--- src/rtl/uart_pkg.sv ---
// Shared definitions for the UART transmit path: line-control field positions,
// word-length encodings, serializer FSM states and helpers.
package uart_pkg;

    localparam int unsigned OVERSAMPLE_DEFAULT = 16;
    localparam int unsigned DATA_W             = 8;
    localparam int unsigned LCR_W              = 7;
    localparam int unsigned LCR_LATCH_W        = 6;

    localparam int unsigned LCR_WLS_LSB = 0;
    localparam int unsigned LCR_WLS_W   = 2;
    localparam int unsigned LCR_STB     = 2;
    localparam int unsigned LCR_PEN     = 3;
    localparam int unsigned LCR_EPS     = 4;
    localparam int unsigned LCR_STICK   = 5;
    localparam int unsigned LCR_BRK     = 6;

    localparam logic [LCR_WLS_W-1:0] WLS_5 = 2'b00;
    localparam logic [LCR_WLS_W-1:0] WLS_6 = 2'b01;
    localparam logic [LCR_WLS_W-1:0] WLS_7 = 2'b10;
    localparam logic [LCR_WLS_W-1:0] WLS_8 = 2'b11;

    typedef enum logic [2:0] {
        IDLE,
        START,
        DATA,
        PARITY,
        STOP
    } tx_state_e;

    // Index of the final data bit for a word-length code (4..7).
    function automatic logic [2:0] last_data_bit(input logic [LCR_WLS_W-1:0] wls);
        return 3'd4 + {1'b0, wls};
    endfunction

    // Mask selecting the data bits actually transmitted for a word-length code.
    function automatic logic [DATA_W-1:0] word_mask(input logic [LCR_WLS_W-1:0] wls);
        logic [DATA_W-1:0] m;
        case (wls)
            WLS_5:   m = 8'h1F;
            WLS_6:   m = 8'h3F;
            WLS_7:   m = 8'h7F;
            default: m = 8'hFF;
        endcase
        return m;
    endfunction

endpackage

--- src/rtl/uart_tx_serializer.sv ---
// UART transmit serializer: pops words from a TX FIFO and shifts out
// start / 5-8 data / optional parity / 1-2 stop bits on an oversampled tick.
module uart_tx_serializer
    import uart_pkg::*;
#(
    parameter int unsigned OVERSAMPLE = OVERSAMPLE_DEFAULT
) (
    input  logic              clk,
    input  logic              reset,
    input  logic              s_tick,
    input  logic              tx_fifo_empty,
    input  logic [DATA_W-1:0] tx_fifo_data,
    input  logic [LCR_W-1:0]  lcr,
    output logic              tx_fifo_rd,
    output logic              tx,
    output logic              tx_busy,
    output logic              tx_done_tick
);

    localparam int unsigned       TICK_W    = (OVERSAMPLE > 1) ? $clog2(OVERSAMPLE) : 1;
    localparam logic [TICK_W-1:0] TICK_LAST = TICK_W'(OVERSAMPLE - 1);

    tx_state_e              state;
    logic [TICK_W-1:0]      tick_cnt;
    logic [2:0]             bit_cnt;
    logic [DATA_W-1:0]      data_q;
    logic [LCR_LATCH_W-1:0] lcr_q;
    logic                   line_bit;

    logic bit_end_c;
    logic last_data_c;
    logic last_stop_c;
    logic frame_end_c;
    logic load_c;
    logic par_bit_c;
    logic line_next_c;

    // Bit-boundary detection, frame reload decision and the next line level.
    always_comb begin
        bit_end_c   = s_tick && (tick_cnt == TICK_LAST);
        last_data_c = (bit_cnt == last_data_bit(lcr_q[LCR_WLS_LSB +: LCR_WLS_W]));
        last_stop_c = (bit_cnt == {2'b00, lcr_q[LCR_STB]});
        frame_end_c = (state == STOP) && bit_end_c && last_stop_c;
        load_c      = !tx_fifo_empty && ((state == IDLE) || frame_end_c);

        if (lcr_q[LCR_STICK]) begin
            par_bit_c = ~lcr_q[LCR_EPS];
        end else begin
            par_bit_c = (^(data_q & word_mask(lcr_q[LCR_WLS_LSB +: LCR_WLS_W])))
                        ^ ~lcr_q[LCR_EPS];
        end

        line_next_c = line_bit;
        if (load_c) begin
            line_next_c = 1'b0;
        end else if (bit_end_c) begin
            case (state)
                START:   line_next_c = data_q[0];
                DATA:    line_next_c = last_data_c ? (lcr_q[LCR_PEN] ? par_bit_c : 1'b1)
                                                   : data_q[bit_cnt + 3'd1];
                default: line_next_c = 1'b1;
            endcase
        end
    end

    // Frame sequencer; break overrides the line level without disturbing timing.
    always_ff @(posedge clk or posedge reset) begin
        if (reset) begin
            state        <= IDLE;
            tick_cnt     <= '0;
            bit_cnt      <= '0;
            data_q       <= '0;
            lcr_q        <= '0;
            line_bit     <= 1'b1;
            tx           <= 1'b1;
            tx_fifo_rd   <= 1'b0;
            tx_busy      <= 1'b0;
            tx_done_tick <= 1'b0;
        end else begin
            tx_fifo_rd   <= 1'b0;
            tx_done_tick <= frame_end_c;
            line_bit     <= line_next_c;
            tx           <= line_next_c & ~lcr[LCR_BRK];

            if ((state != IDLE) && s_tick) begin
                tick_cnt <= bit_end_c ? '0 : tick_cnt + TICK_W'(1);
            end

            if (load_c) begin
                state      <= START;
                tick_cnt   <= '0;
                bit_cnt    <= '0;
                data_q     <= tx_fifo_data;
                lcr_q      <= lcr[LCR_LATCH_W-1:0];
                tx_fifo_rd <= 1'b1;
                tx_busy    <= 1'b1;
            end else if (bit_end_c) begin
                case (state)
                    START: begin
                        state   <= DATA;
                        bit_cnt <= '0;
                    end
                    DATA: begin
                        if (last_data_c) begin
                            state   <= lcr_q[LCR_PEN] ? PARITY : STOP;
                            bit_cnt <= '0;
                        end else begin
                            bit_cnt <= bit_cnt + 3'd1;
                        end
                    end
                    PARITY: begin
                        state   <= STOP;
                        bit_cnt <= '0;
                    end
                    STOP: begin
                        if (last_stop_c) begin
                            state   <= IDLE;
                            tx_busy <= 1'b0;
                            bit_cnt <= '0;
                        end else begin
                            bit_cnt <= bit_cnt + 3'd1;
                        end
                    end
                    default: ;
                endcase
            end
        end
    end

endmodule

--- config.mk ---
export PLATFORM = sky130hd
export DESIGN_NAME = uart_tx_serializer
export DESIGN_NICKNAME = d
export VERILOG_FILES = /design/src/rtl/uart_pkg.sv /design/src/rtl/uart_tx_serializer.sv
export SDC_FILE = /design/constraint.sdc
export NUM_CORES = 1
export LEC_CHECK = 0
export BUFFER_PORTS_ARGS = -buffer_cell sky130_fd_sc_hd__buf_4
export CORE_MARGIN = 4
export CORE_UTILIZATION = 34
export DETAILED_ROUTE_END_ITERATION = 12
export GPL_TIMING_DRIVEN = 0
export MAX_ROUTING_LAYER = met4
export PLACE_DENSITY = 0.62
export SETUP_SLACK_MARGIN = 0.3
export SYNTH_ARGS = -nofsm -noshare
export SYNTH_HDL_FRONTEND = slang
export SYNTH_SLANG_ARGS = --single-unit
export TNS_END_PERCENT = 50
--- constraint.sdc ---
create_clock -name clk -period 4 [get_ports clk]
set_input_delay 0.2 -clock clk [delete_from_list [all_inputs] [get_ports clk]]
set_output_delay 0.2 -clock clk [all_outputs]
set_load 0.1 [all_outputs]
# [Yosys cells after proc, flatten, opt, wreduce, memory -nomap -nowiden]
# Cells that the tools add are included.
[classes] add_sub_neg=3 order_cmp=1 n_eq_ne=11 n_mux=29 bitwise=5 reduce_logical=21
[ops] op="two-way mux 3 bit" n=9
[ops] op="case mux 8 bit (3 select lines)" n=1
[ops] op="two-way mux 4 bit" n=3
[ops] op="case mux 3 bit (4 select lines)" n=1
[ops] op="two-way mux 1 bit" n=11
[ops] op="case mux 3 bit (3 select lines)" n=1
[ops] op="bitwise AND 8 bit" n=1
[ops] op="two-way mux 8 bit" n=1
[ops] op="nonzero test 2 bit" n=4
[ops] op="XOR reduction 8 bit" n=1
[ops] op="equality test 3 x 2 -> 1 bit (second input constant)" n=2
[ops] op="inequality test 3 bit (second input constant)" n=2
[ops] op="logical AND 1 bit" n=5
[ops] op="nonzero test 5 bit" n=1
[ops] op="adder 4 x 1 -> 4 bit (second input constant)" n=1
[ops] op="equality test 4 bit (second input constant)" n=1
[ops] op="less-than comparator 3 x 4 -> 1 bit (second input constant)" n=1
[ops] op="AND reduction 4 bit" n=1
[ops] op="nonzero test 4 bit" n=1
[ops] op="adder 3 x 1 -> 3 bit (second input constant)" n=1
[ops] op="adder 3 x 2 -> 3 bit (first input constant)" n=1
[ops] op="binary-select mux 1 bit (select 3 bit)" n=1
[ops] op="equality test 3 x 1 -> 1 bit" n=1
[ops] op="equality test 3 x 1 -> 1 bit (second input constant)" n=1
[ops] op="16 further kinds" n=17
[word_totals] reg_bits=29 input_bits=19

# [Longest topological paths before layout]
[depth] word_depth=13 mapped_depth=8

# [Worst setup path before layout]
# OpenSTA, ideal clock, no wires.
[synth_timing] path_type="register -> register" startpoint="register tick_cnt[0]" endpoint="register tick_cnt[3]" setup_ns=0.128 arrival_ns=1.665 t_required_ns=3.872 setup_slack_ns=2.207 stages_incl_launch_ff=8 path_buffers=1 period_less_slack_ns=1.793 path_cell_list="dfrtp_1 ha_1 nand4_2 or4_4 a21bo_4 inv_4 buf_8 a211oi_1"
[synth_via] elab_chain_cells=7 word_cells_on_any_way=11 classes_between="add/sub: 1; eq/ne: 1; mux: 3; reduce/logical: 6"
[synth_lines] item="start, declared" line_no="uart_tx_serializer.sv:24" source="logic [TICK_W-1:0] tick_cnt;"
[synth_lines] item="start signal, assigned" line_no="uart_tx_serializer.sv:86" source="tick_cnt <= bit_end_c ? '0 : tick_cnt + TICK_W'(1);"
[synth_lines] item="branches (longest 7 deep; another with adder 4 x 1 -> 4 bit)"
# Parallel ways; which one is timed is not known. The select of a mux whose other input is x is not followed.
# A chain may end at the register's enable or synchronous reset.

# [Final worst setup path]
[layout_timing] startpoint="register tick_cnt[0]" endpoint="register lcr_q[1]"
[layout_via] elab_chain_cells=6
[layout_lines] item="equality test 4 bit" line_no="uart_tx_serializer.sv:40" source="bit_end_c = s_tick && (tick_cnt == TICK_LAST);"
[layout_lines] item="logical AND 1 bit" line_no="uart_tx_serializer.sv:40"
[layout_lines] item="logical AND 1 bit (2 in series)" line_no="uart_tx_serializer.sv:43" source="frame_end_c = (state == STOP) && bit_end_c && last_stop_c;"
[layout_lines] item="logical OR 1 bit" line_no="uart_tx_serializer.sv:44" source="load_c = !tx_fifo_empty && ((state == IDLE) || frame_end_c);"
[layout_lines] item="logical AND 1 bit" line_no="uart_tx_serializer.sv:44"
[layout_lines] item="end signal, assigned" line_no="uart_tx_serializer.sv:94" source="lcr_q <= lcr[LCR_LATCH_W-1:0];"
[layout_lines] item="end, declared" line_no="uart_tx_serializer.sv:27" source="logic [LCR_LATCH_W-1:0] lcr_q;"
# No other way between the ends.

==> summary.txt <==
Drt
  • DR vias: 1229
  • ANT nets after route: 0
  • DR vias/cell: 5.02
  • Post-Route WL: 3240 µm
  • # DRC: 0
  • Wirelength per Cell: 13.2 µm
  • Number of DRC markers in iteration 0: 97
  • DR pass1 iterations: 4

CTS
  • Clock Latency Late Sink: 0.28 ns
  • H-Tree Depth: 2
  • CTS max path bufs: 2
  • Clk sink count: 29
  • Hold-fix buffers, CTS: 0
  • Post-CTS Setup Repair Bufs: 0
  • Post-CTS sizing: 0
  • Root buf cell: clkbuf_8
  • CTS tree: built
  • Clock transition at path regs: 0.06 ns
  • CTS buffer count: 5

Critical path
  • Setup crit start kind: register
  • Required time worst endpoint: 4.22 ns
  • Reg-to-Reg Start: tick_cnt[0]
  • Reg2reg setup slack: 1.99 ns
  • R2R Path End: lcr_q[1]
  • CP Capture Type: register
  • Worst EP arrival: 2.24 ns
  • Crit Path Max Fanout: 10
  • Critical path class: reg2reg
  • Reg2Reg Depth: 8

Floorplan
  • Core Region: 4440 µm²
  • Initial core utilization: 36.0%
  • FP Rows: 24
  • Die width: 76.6 µm
  • IO Pins: 23
  • Die area: 5870 µm²
  • Die height: 76.6 µm

Yosys
  • #FFs+latches synth: 29
  • EDFF count, synth: 0
  • Distinct cells, synth: 51
  • Ys flop type: dfrtp_1
  • Syn nets: 184
  • Area of the mapped netlist: 1600 µm²
  • Async set-reset flop share out of synthesis: 100%
  • Synth top area cells: dfrtp_1 42%, nand2_1 9.9%, dfstp_2 3.3%
  • Post-synthesis sequential area ratio: 45.5%
  • Cells after Synth: 163
  • Top cell type's share of synthesized area: 42.2%
  • Synth area leader: dfrtp_1
  • Post-synth top cells: 42 x nand2_1, 27 x dfrtp_1, 12 x nor2_1
  • Most common cell in the netlist: nand2_1
  • YS warnings: 0
  • Mean Syn Cell Area: 9.82 µm²

STA
  • Setup tns final: 0 ns
  • Period utilization: 50.4%
  • Slew headroom: 29.3%
  • Worst Max-Slew Pin Slew: 1.06 ns
  • Fmax: 496 MHz
  • Worst Setup Slack, final: 1.99 ns
  • Fin. Hold Viols: 0
  • Endpoints failing setup: 0
  • Slew Limit Fails: 0
  • Unrepaired setup endpoints after global routing: false
  • Setup Skew: 0.00548 ns
  • Post-route minimum period: 2.01 ns

Min path
  • Hold Crit Start: lcr[6]
  • Hold WC Path Type: in2reg
  • Hold Path End: tx
  • WHS Path Cells: 2

Global route
  • Grt ovf: 0
  • Largest net degree at the start of global routing: 30
  • First-pass GRT wire length: 5730 µm
  • Tot GR Track Use: 12.6%
  • Initial antenna violation count: 0
  • Vias in the first global route: 1194

Placement
  • Placer Congestion: 0.819
  • Post-DP HPWL: 2360 µm
  • PortBufs: 22
  • Pre-CTS WS: 2.00 ns
  • Inst Count DP: 237

Job
  • Max Cap Viol: 0

Power and ir drop
  • Peak supply drop: 0.325 mV
  • Leakage: 0.898 nW
  • Pwr Density: 697 nW/µm²

Cells and area
  • # fillers: 457
  • Layout Nets: 213
  • Final cell count without fillers: 245
  • Share of post-route cells with drive strength above 1: 23.8%
  • Diode count: 0
  • Area growth syn-to-layout: 19.5%

Status
  • Outcome: complete, no violations
-- cells by family (layout without fill, tap and decap cells) --
group / after synthesis / after routing / synth area share [%]
XOR/XNOR: 11 / 11 / 7.35
AO/OA/AOI/OAI: 31 / 31 / 14.7
adder cells (fa/ha/maj): 2 / 2 / 1.56
multiplexers: 5 / 5 / 5.00
buffers and inverters: 15 / 45 / 6.10
flip-flops: 29 / 29 / 45.5
AND/OR/NAND/NOR: 70 / 70 / 19.8
-- layout make-up --
cell class | count | area (µm²) | area share (%)
multi-input cells | 119 | 774 | 40.5
flip-flops and latches | 29 | 728 | 38.1
repair buffers | 22 | 165 | 8.64
clock buffers | 7 | 76.3 | 3.99
plain buffers | 7 | 65.1 | 3.40
well taps | 52 | 65.1 | 3.40
inverters | 8 | 32.5 | 1.70
clock inverters | 1 | 5.00 | 0.262
-- sequential cells by signal (all words and copies together), names as in the netlist, 3 cells and up --
register,cells
bit_cnt,3
tick_cnt,4
lcr_q,6
data_q,8
state,3
-- through the flow --
stage          cell area, µm²  total power, W  util, %  hold WS, ns
4_1_cts                  1910         0.00135     43.0       0.0344
5_1_grt                  1910         0.00144     43.0       0.0380
3_3_place_gp             1830         0.00110     41.2        0.341
6_report                 1910         0.00133     43.0       0.0430
3_5_place_dp             1830         0.00111     41.2        0.339
2_1_floorplan            1600        0.000987        -        0.231
-- worst max-delay path: stages, from the launching register on --
cell	delay, ns
dfrtp_1	0.38
ha_1	0.22
nand4_2	0.22
or4_4	0.51
a21bo_4	0.29
inv_4	0.09
buf_8	0.14
nand2_1	0.06
nand2_1	0.05
-- per-layer routing --
metal	vias to the layer above	GRT usage, %	share of wire, %
li1	620	-	-
met2	36	18.0	46
met4	0	7.07	2.9
met5	-	-	0
met3	8	2.48	4.2
met1	565	16.7	47
-- worst max-delay path by stage --
stage           startpoint  cells past startpoint          end  slack, ns
2_1_floorplan  tick_cnt[0]                      7  tick_cnt[3]       2.21
5_1_grt           state[2]                      5   bit_cnt[0]       1.85
3_5_place_dp   tick_cnt[0]                      8     lcr_q[1]       2.00
3_3_place_gp   tick_cnt[0]                      7  tick_cnt[3]       2.03
4_1_cts        tick_cnt[0]                      8     lcr_q[1]       1.99
6_report       tick_cnt[0]                      8     lcr_q[1]       1.99
-- cell usage in the layout, fill, tap and decap left out, types with 2 or more instances in the layout --
| cell type | Yosys | routed |
|---|---|---|
| a21oi_1 | 6 | 6 |
| o31ai_1 | 2 | 2 |
| inv_1 | 7 | 7 |
| nand3_1 | 2 | 2 |
| nand2b_1 | 2 | 2 |
| nor2_1 | 12 | 12 |
| nand2_1 | 42 | 42 |
| buf_8 | 2 | 2 |
| xor2_1 | 4 | 4 |
| mux2i_1 | 2 | 2 |
| a211oi_1 | 4 | 4 |
| ha_1 | 2 | 2 |
| dfstp_2 | 2 | 2 |
| o311ai_0 | 2 | 2 |
| dfrtp_1 | 27 | 27 |
| buf_6 | 2 | 2 |
| nor3_1 | 3 | 3 |
| buf_4 | 0 | 22 |
| xnor2_1 | 5 | 5 |
| o21ai_0 | 2 | 2 |
| clkbuf_8 | 0 | 5 |
| clkbuf_1 | 2 | 4 |
-- power breakdown --
part	switching (W)	internal (W)	leakage [nW]	total (W)
Sequential	0.0000972	0.000413	0.356	0.000510
Clock	0.000110	0.000122	0.0422	0.000232
Combinational	0.000301	0.000289	0.500	0.000591
Total	0.000508	0.000823	0.898	0.00133
No activity file was read; power rests on OpenSTA's default activity.
